===== src/rtl/fifo_if_pkg.sv =====
// Shared types and Gray/binary helpers for the interface-unit asynchronous FIFO.
package fifo_if_pkg;

  localparam int unsigned FIFO_IF_ADDR_WIDTH = 4;
  localparam int unsigned PTR_MAX_W          = 32;

  typedef logic [FIFO_IF_ADDR_WIDTH:0] ptr_t;
  typedef logic [PTR_MAX_W-1:0]        ptr_wide_t;

  function automatic ptr_wide_t bin2gray(input ptr_wide_t b);
    return b ^ (b >> 1);
  endfunction

  // Log-step prefix XOR from the MSB down; zero-extension does not disturb the result.
  function automatic ptr_wide_t gray2bin(input ptr_wide_t g);
    ptr_wide_t b;
    b = g;
    for (int unsigned s = 1; s < PTR_MAX_W; s = s << 1) begin
      b = b ^ (b >> s);
    end
    return b;
  endfunction

endpackage


===== src/rtl/fifo_if_sync.sv =====
// Multi-bit flop-chain synchronizer with asynchronous active-high reset.
module fifo_if_sync #(
  parameter int unsigned WIDTH  = 5,
  parameter int unsigned STAGES = 2
) (
  input  logic             clk,
  input  logic             reset,
  input  logic [WIDTH-1:0] d_i,
  output logic [WIDTH-1:0] q_o
);

  logic [WIDTH-1:0] stage_q [STAGES];

  always_ff @(posedge clk or posedge reset) begin
    if (reset) begin
      for (int unsigned i = 0; i < STAGES; i++) begin
        stage_q[i] <= '0;
      end
    end else begin
      stage_q[0] <= d_i;
      for (int unsigned i = 1; i < STAGES; i++) begin
        stage_q[i] <= stage_q[i-1];
      end
    end
  end

  assign q_o = stage_q[STAGES-1];

endmodule


===== src/rtl/fifo_if_rptr_empty.sv =====
// Read-side pointer, empty flag and occupancy level for the async FIFO (rclk domain).
// Optional almost-empty output enabled by defining FIFO_IF_ALMOST_EMPTY_EN.
module fifo_if_rptr_empty
  import fifo_if_pkg::*;
#(
  parameter int unsigned FIFO_ADDR_WIDTH = FIFO_IF_ADDR_WIDTH,
  parameter int unsigned SYNC_STAGES     = 2,
  parameter int unsigned AE_THRESH       = 2
) (
  input  logic                     rclk,
  input  logic                     reset,
  input  logic                     rinc,
  input  logic [FIFO_ADDR_WIDTH:0] wptr_gray,
  output logic [FIFO_ADDR_WIDTH-1:0] raddr,
  output logic [FIFO_ADDR_WIDTH:0] rptr_gray,
  output logic                     rempty,
  output logic [FIFO_ADDR_WIDTH:0] rlevel,
`ifdef FIFO_IF_ALMOST_EMPTY_EN
  output logic                     ralmost_empty,
`endif
  output logic                     runderflow
);

  localparam int unsigned PW = FIFO_ADDR_WIDTH + 1;
  typedef logic [PW-1:0] rptr_t;

  if (SYNC_STAGES < 2 || SYNC_STAGES > 3) begin : g_bad_sync
    $error("SYNC_STAGES must be 2 or 3");
  end
  if (AE_THRESH > (1 << FIFO_ADDR_WIDTH)) begin : g_bad_ae
    $error("AE_THRESH exceeds FIFO depth");
  end

  rptr_t rbin_q, rgray_q, rlevel_q;
  logic  rempty_q, runderflow_q;
  rptr_t wq_gray, wq_bin, rbin_d, rgray_d, rlevel_d;
  logic  ren;

  fifo_if_sync #(
    .WIDTH  (PW),
    .STAGES (SYNC_STAGES)
  ) u_wptr_sync (
    .clk   (rclk),
    .reset (reset),
    .d_i   (wptr_gray),
    .q_o   (wq_gray)
  );

  always_comb begin
    ren      = rinc && !rempty_q;
    rbin_d   = rbin_q + rptr_t'(ren);
    rgray_d  = rptr_t'(bin2gray(ptr_wide_t'(rbin_d)));
    wq_bin   = rptr_t'(gray2bin(ptr_wide_t'(wq_gray)));
    rlevel_d = wq_bin - rbin_d;
  end

  always_ff @(posedge rclk or posedge reset) begin
    if (reset) begin
      rbin_q       <= '0;
      rgray_q      <= '0;
      rlevel_q     <= '0;
      rempty_q     <= 1'b1;
      runderflow_q <= 1'b0;
    end else begin
      rbin_q   <= rbin_d;
      rgray_q  <= rgray_d;
      rlevel_q <= rlevel_d;
      rempty_q <= (rgray_d == wq_gray);
      if (rinc && rempty_q) begin
        runderflow_q <= 1'b1;
      end
    end
  end

`ifdef FIFO_IF_ALMOST_EMPTY_EN
  logic ralmost_empty_q;

  always_ff @(posedge rclk or posedge reset) begin
    if (reset) begin
      ralmost_empty_q <= 1'b1;
    end else begin
      ralmost_empty_q <= (32'(rlevel_d) <= AE_THRESH);
    end
  end

  assign ralmost_empty = ralmost_empty_q;
`endif

  assign raddr      = rbin_q[FIFO_ADDR_WIDTH-1:0];
  assign rptr_gray  = rgray_q;
  assign rempty     = rempty_q;
  assign rlevel     = rlevel_q;
  assign runderflow = runderflow_q;

endmodule


===== config.mk =====
export PLATFORM = sky130hd
export DESIGN_NAME = fifo_if_rptr_empty
export DESIGN_NICKNAME = d
export VERILOG_FILES = /design/src/rtl/fifo_if_pkg.sv /design/src/rtl/fifo_if_sync.sv /design/src/rtl/fifo_if_rptr_empty.sv
export SDC_FILE = /design/constraint.sdc
export NUM_CORES = 1
export LEC_CHECK = 0
export CAP_MARGIN = 10
export CORE_MARGIN = 2
export CORE_UTILIZATION = 44
export CTS_CLUSTER_DIAMETER = 80
export DETAILED_ROUTE_END_ITERATION = 10
export PLACE_DENSITY = 0.71
export SLEW_MARGIN = 20
export SYNTH_ARGS = -nofsm -noshare
export SYNTH_HDL_FRONTEND = slang
export SYNTH_SLANG_ARGS = --single-unit
export TNS_END_PERCENT = 100

===== constraint.sdc =====
create_clock -name rclk -period 2.4 [get_ports rclk]
set_input_delay 0.6 -clock rclk [delete_from_list [all_inputs] [get_ports rclk]]
set_output_delay 0.6 -clock rclk [all_outputs]
set_load 0.1 [all_outputs]

* Word-level counts from Yosys, hierarchy flattened
Cells that the tools add are included.
** Cells by class
- $add $sub $neg :: 2
- Multipliers :: 0
- Div/mod/pow operators :: 0
- Order comparisons :: 0
- Equality and inequality tests :: 1
- Shifts and indexed selects :: 0
- Multiplexer cells :: 0
- Bitwise operators :: 6
- Reductions and logical operators :: 3
** Operator list (number)
- $xor 5x1->5 const B :: 2
- $xor 5x4->5 :: 2
- $add 5x1->5 :: 1
- $eq 5x5->1 :: 1
- $sub 5x5->5 :: 1
- $xor 5x1->5 :: 1
- $xor 5x3->5 :: 1
- $logic_and 1x1->1 :: 2
- $logic_not 1->1 :: 1
** Word-level totals
- Flip-flop bits (word level) :: 27
- Latch bits :: 0
- Bits in writable memories :: 0
- ROM bits :: 0
- Bits of input ports :: 8
- Output and inout port bits :: 16
- Logic and storage cells :: 19
- Memories :: 0

* Longest topological paths before layout
Gate-level depths: netlist (run 1).
- Word-level depth :: 6
- Gate-level depth with buffers :: 10
- Gate-level depth less buffers :: 10

* Cells and area by module
From an unflattened synthesis (run 1), not the netlist that was laid out.
** Unflattened totals
- Cells, all modules :: 86
- Area, all modules :: 1167.4 µm²
** Modules (own cells, without submodules)
- fifo_if_rptr_empty :: times used 1, cells each 70, area each 875.8 µm², seq. area each 401.6 µm²
- fifo_if_sync :: times used 1, cells each 16, area each 291.5 µm², seq. area each 250.2 µm²

* Worst setup path before layout (run 1)
Ideal clock, no wire load.
- Path kind :: register to register
- Start :: register rempty_q, in the netlist rempty
- End :: register rlevel_q[4], in the netlist rlevel[4]
- Setup time :: 0.128 ns
- Arrival time :: 2.651 ns
- Required time :: 2.272 ns
- Setup slack :: -0.378 ns
- Stages on the path, launching flop included :: 9
- Path buffers :: 0
- Period minus slack after synthesis :: 2.778 ns
- Path through :: dfstp_2 nor2b_1 ha_1 ha_1 xnor2_1 ha_1 a21oi_1 maj3_1 xnor2_1
** On the way
- Cells in the longest elaborated chain, start to end :: 4
** RTL lines
- start, declared :: line fifo_if_rptr_empty.sv:35 : logic rempty_q, runderflow_q;
- start signal, assigned :: line fifo_if_rptr_empty.sv:68 : rempty_q <= (rgray_d == wq_gray);
- $logic_not 1->1 :: line fifo_if_rptr_empty.sv:50 : ren = rinc && !rempty_q;
- $logic_and 1x1->1 :: line fifo_if_rptr_empty.sv:50
- $add 5x1->5 :: line fifo_if_rptr_empty.sv:51 : rbin_d = rbin_q + rptr_t'(ren);
- $sub 5x5->5 :: line fifo_if_rptr_empty.sv:54 : rlevel_d = wq_bin - rbin_d;
- via rlevel_d[4] :: line fifo_if_rptr_empty.sv:36 : rptr_t wq_gray, wq_bin, rbin_d, rgray_d, rlevel_d;
- end signal, assigned :: line fifo_if_rptr_empty.sv:67 : rlevel_q <= rlevel_d;
- end, declared :: line fifo_if_rptr_empty.sv:34 : rptr_t rbin_q, rgray_q, rlevel_q;
The timed path passes the listed nets, and every way through them passes these cells.
A chain may end at the register's enable or synchronous reset.

* Worst setup path after layout (run 1)
- Start :: register u_wptr_sync.stage_q (netlist bit u_wptr_sync.q_o[4])
- End :: register rlevel_q[4], in the netlist rlevel[4]
** On the way
- Cells in the longest elaborated chain, start to end :: 6
** RTL lines
- start, declared :: line fifo_if_sync.sv:12 : logic [WIDTH-1:0] stage_q [STAGES];
- start signal, assigned by index :: line fifo_if_sync.sv:22 : stage_q[i] <= stage_q[i-1];
- $xor 5x4->5 :: line fifo_if_pkg.sv:19 : b = b ^ (b >> s);
- $xor 5x3->5 :: line fifo_if_pkg.sv:19
- $xor 5x1->5 (3 in series) :: line fifo_if_pkg.sv:19
- $sub 5x5->5 :: line fifo_if_rptr_empty.sv:54
- via rlevel_d[4] :: line fifo_if_rptr_empty.sv:36
The timed path passes the listed nets, and every way through them passes these cells.

==> results.cfg, run 1 <==
[floorplan]
die-area_um2 = 2919
rows = 18
die_x_um = 54.03
die_h_um = 54.03
start_util_pct = 45.27
top_level_ports = 24
coreArea_um2 = 2432

[synth]
netlist_area_um2 = 1101
ys.flop_type = dfrtp_1
synth_area_leader_cell = dfrtp_1
syn_area_per_cell_um2 = 13.76
synthAdderAreaFrac_pct = 8.409
synth-seq-cells = 26
synth-compound-area-share_pct = 6.477
ys_async_sr_fraction_pct = 100.0
ys_seq_area_share_pct = 59.20
synth.most_common_cell = dfrtp_1
netlist_instances = 80
yosysWarnings = 0
synth-simple-area-share_pct = 4.545
synthTopCellsByCount = dfrtp_1, xnor2_1, xor2_1
synth.area.top_cells = dfrtp_1, xnor2_1, ha_1, xor2_1, dfstp_2
synth_top_family_by_area = XOR/XNOR gates
synth_top_area_share_pct = 56.82
yosysUniqueCellTypes = 24
synth_nets = 94
synthMuxAreaShare_pct = 0.9091
synth-edff-count = 0
synth_xor_area_share_pct = 18.75

[grt]
grtUsageTotal_pct = 16.14
gr-total-overflow = 0
grt_max_degree = 27
antenna_found_initial = 0
grt_pass1_vias = 737
grt_pass1_wl_mm = 3.229

[cells_and_area]
drive_gt1_share_pct = 43.31
layout.nets = 142
final_area_um2 = 1597
fillCellCount = 203
utilization_pct = 65.64
syn_to_final_growth_pct = 45.00
diodes = 0

[worst_setup_path]
cp-start-kind = register
r2r-start = u_wptr_sync.q_o[4]
crit_path_start = u_wptr_sync.q_o[4]
critical_path_class = register to register
endpoint_kind = register
crit_fanout = 2
worst_ep_required_time_ns = 2.64
arrival_ns = 2.51

[timing]
slew_viol_final = 0
fin_crit_sh_pct = 94.51
maxSlewHeadroom_pct = 75.97
setup_viol = 0
hold_violations = 0
period_minus_slack_ns = 2.268
clock.fmax_mhz = 440.9
hold-worst-slack_ns = 0.3701
rsz0062_at_grt = yes
tightest_slew_ns = 0.3604
skew_ns = 0.001724
fin_ws_ns = 0.1318

[run_status]
status = finished, final reports clean

[placed_design]
place.gp.congestion = 0.7563
dp_hpwl_mm = 1.541
place_ws_ns = -0.3108
placed_cell_area_um2 = 1525
port_buffers = 23

[clock_tree]
path_clk_slew_ns = 0.13
h-tree-depth = 1
clock_sinks = 26
hold_buffers = 0
cts-root-buf = clkbuf_4
clockBufferDepth = 2
tritoncts = done
clock_latency_ns = 0.31
cts_buffers = 3

[min_path]
hold_class = register to register
min_from = u_wptr_sync.stage_q[7]

[routing]
vias = 740
wire_per_inst_um = 12.59
initialDrtViolationCount = 5
drc_errors = 0
routed_via_density = 4.713
first_pass_iters = 4
routed_wl_mm = 1.977
detail-route-antenna-nets = 0

[flow_run]
max_cap_viol_count = 0
## critical path: stages (launching register included)
cell and delay (ns):
dfrtp_1 0.44, xnor2_2 0.23, xnor2_2 0.17, xor2_2 0.20
xnor2_1 0.15, ha_1 0.16, inv_1 0.06, fa_2 0.35
a21oi_2 0.14, maj3_2 0.21, xnor2_1 0.10
## through the flow
stage	TNS [ns]	instances
2_1_floorplan	0	80
6_report	0	157
5_1_grt	-0.03743	157
3_3_place_gp	-0.9444	149
4_1_cts	0	154
3_5_place_dp	-1.125	149
## layout by cell type (no fill, tap or decap), types with 2 or more instances in the layout
cell / n
buf_4: 36
dfrtp_1: 23
xnor2_1: 11
xor2_1: 6
clkdlybuf4s50_1: 6
inv_1: 5
clkbuf_4: 3
xnor2_2: 2
a21o_1: 2
a21oi_2: 2
nand3_1: 2
a21boi_0: 2
nor2_1: 2
ha_4: 2
ha_1: 2
dfrtp_2: 2
## layout make-up
cell class | count | area [µm²] | area share (%)
sequential | 26 | 658.1 | 41.22
tap | 30 | 37.54 | 2.351
timing repair buffer | 43 | 342.8 | 21.47
inverter | 5 | 18.77 | 1.176
clock buffer | 4 | 26.28 | 1.646
multi-input combinational | 49 | 513.0 | 32.13
## path summary, 6_finish.rpt
kind	to	slack, ns	depth (start not counted)
max	rlevel[4]	0.13	10
min	u_wptr_sync.q_o[2]	0.37	0
max reg2reg	rlevel[4]	0.13	10
min reg2reg	u_wptr_sync.q_o[2]	0.37	0
max in group asynchronous	rempty	1.50	3
min in group asynchronous	u_wptr_sync.stage_q[5]	0.62	3
## registers in the layout, summed over array words and instances, names as in the netlist
signal and flops:
u_wptr_sync.q_o 5, rptr_gray 4, rlevel 5, u_wptr_sync.stage_q 5
runderflow 1, rempty 1, rbin_q 5
## per-layer routing
metal / wire [µm] / track usage (%) / vias up
met5: 0 / 0 / -
met4: 21 / 6.250 / 0
met3: 74 / 2.500 / 2
met2: 1087 / 30.08 / 18
met1: 795 / 18.28 / 362
li1: - / - / 358
## kinds of logic (layout without fill, tap and decap cells)
group / Yosys count / after routing
flops: 26 / 26
xor+xnor: 22 / 22
compound gates: 10 / 10
simple gates: 9 / 9
fa+ha+maj: 7 / 7
buf+inv: 5 / 52
mux: 1 / 1
## what timing repair did
| item | in CTS | in global routing |
|---|---|---|
| pin swaps | 1 | 4 |
| setup endpoints to repair | 1 | 3 |
| buffers inserted | 1 | 3 |
| gates resized for setup | 0 | 5 |
Power of run 1 is not shown: default switching activity piles up to over one toggle a cycle in this logic, so the estimate is an artifact.
==> inputs of run 2 (changes only) <==
Settings changed: ABC_CLOCK_PERIOD_IN_PS set to 2400.
==> results of run 2 <==
Same layout as run 1: the final DEF is identical, and so are final timing and power.
Power of run 2 is left out for the same reason.
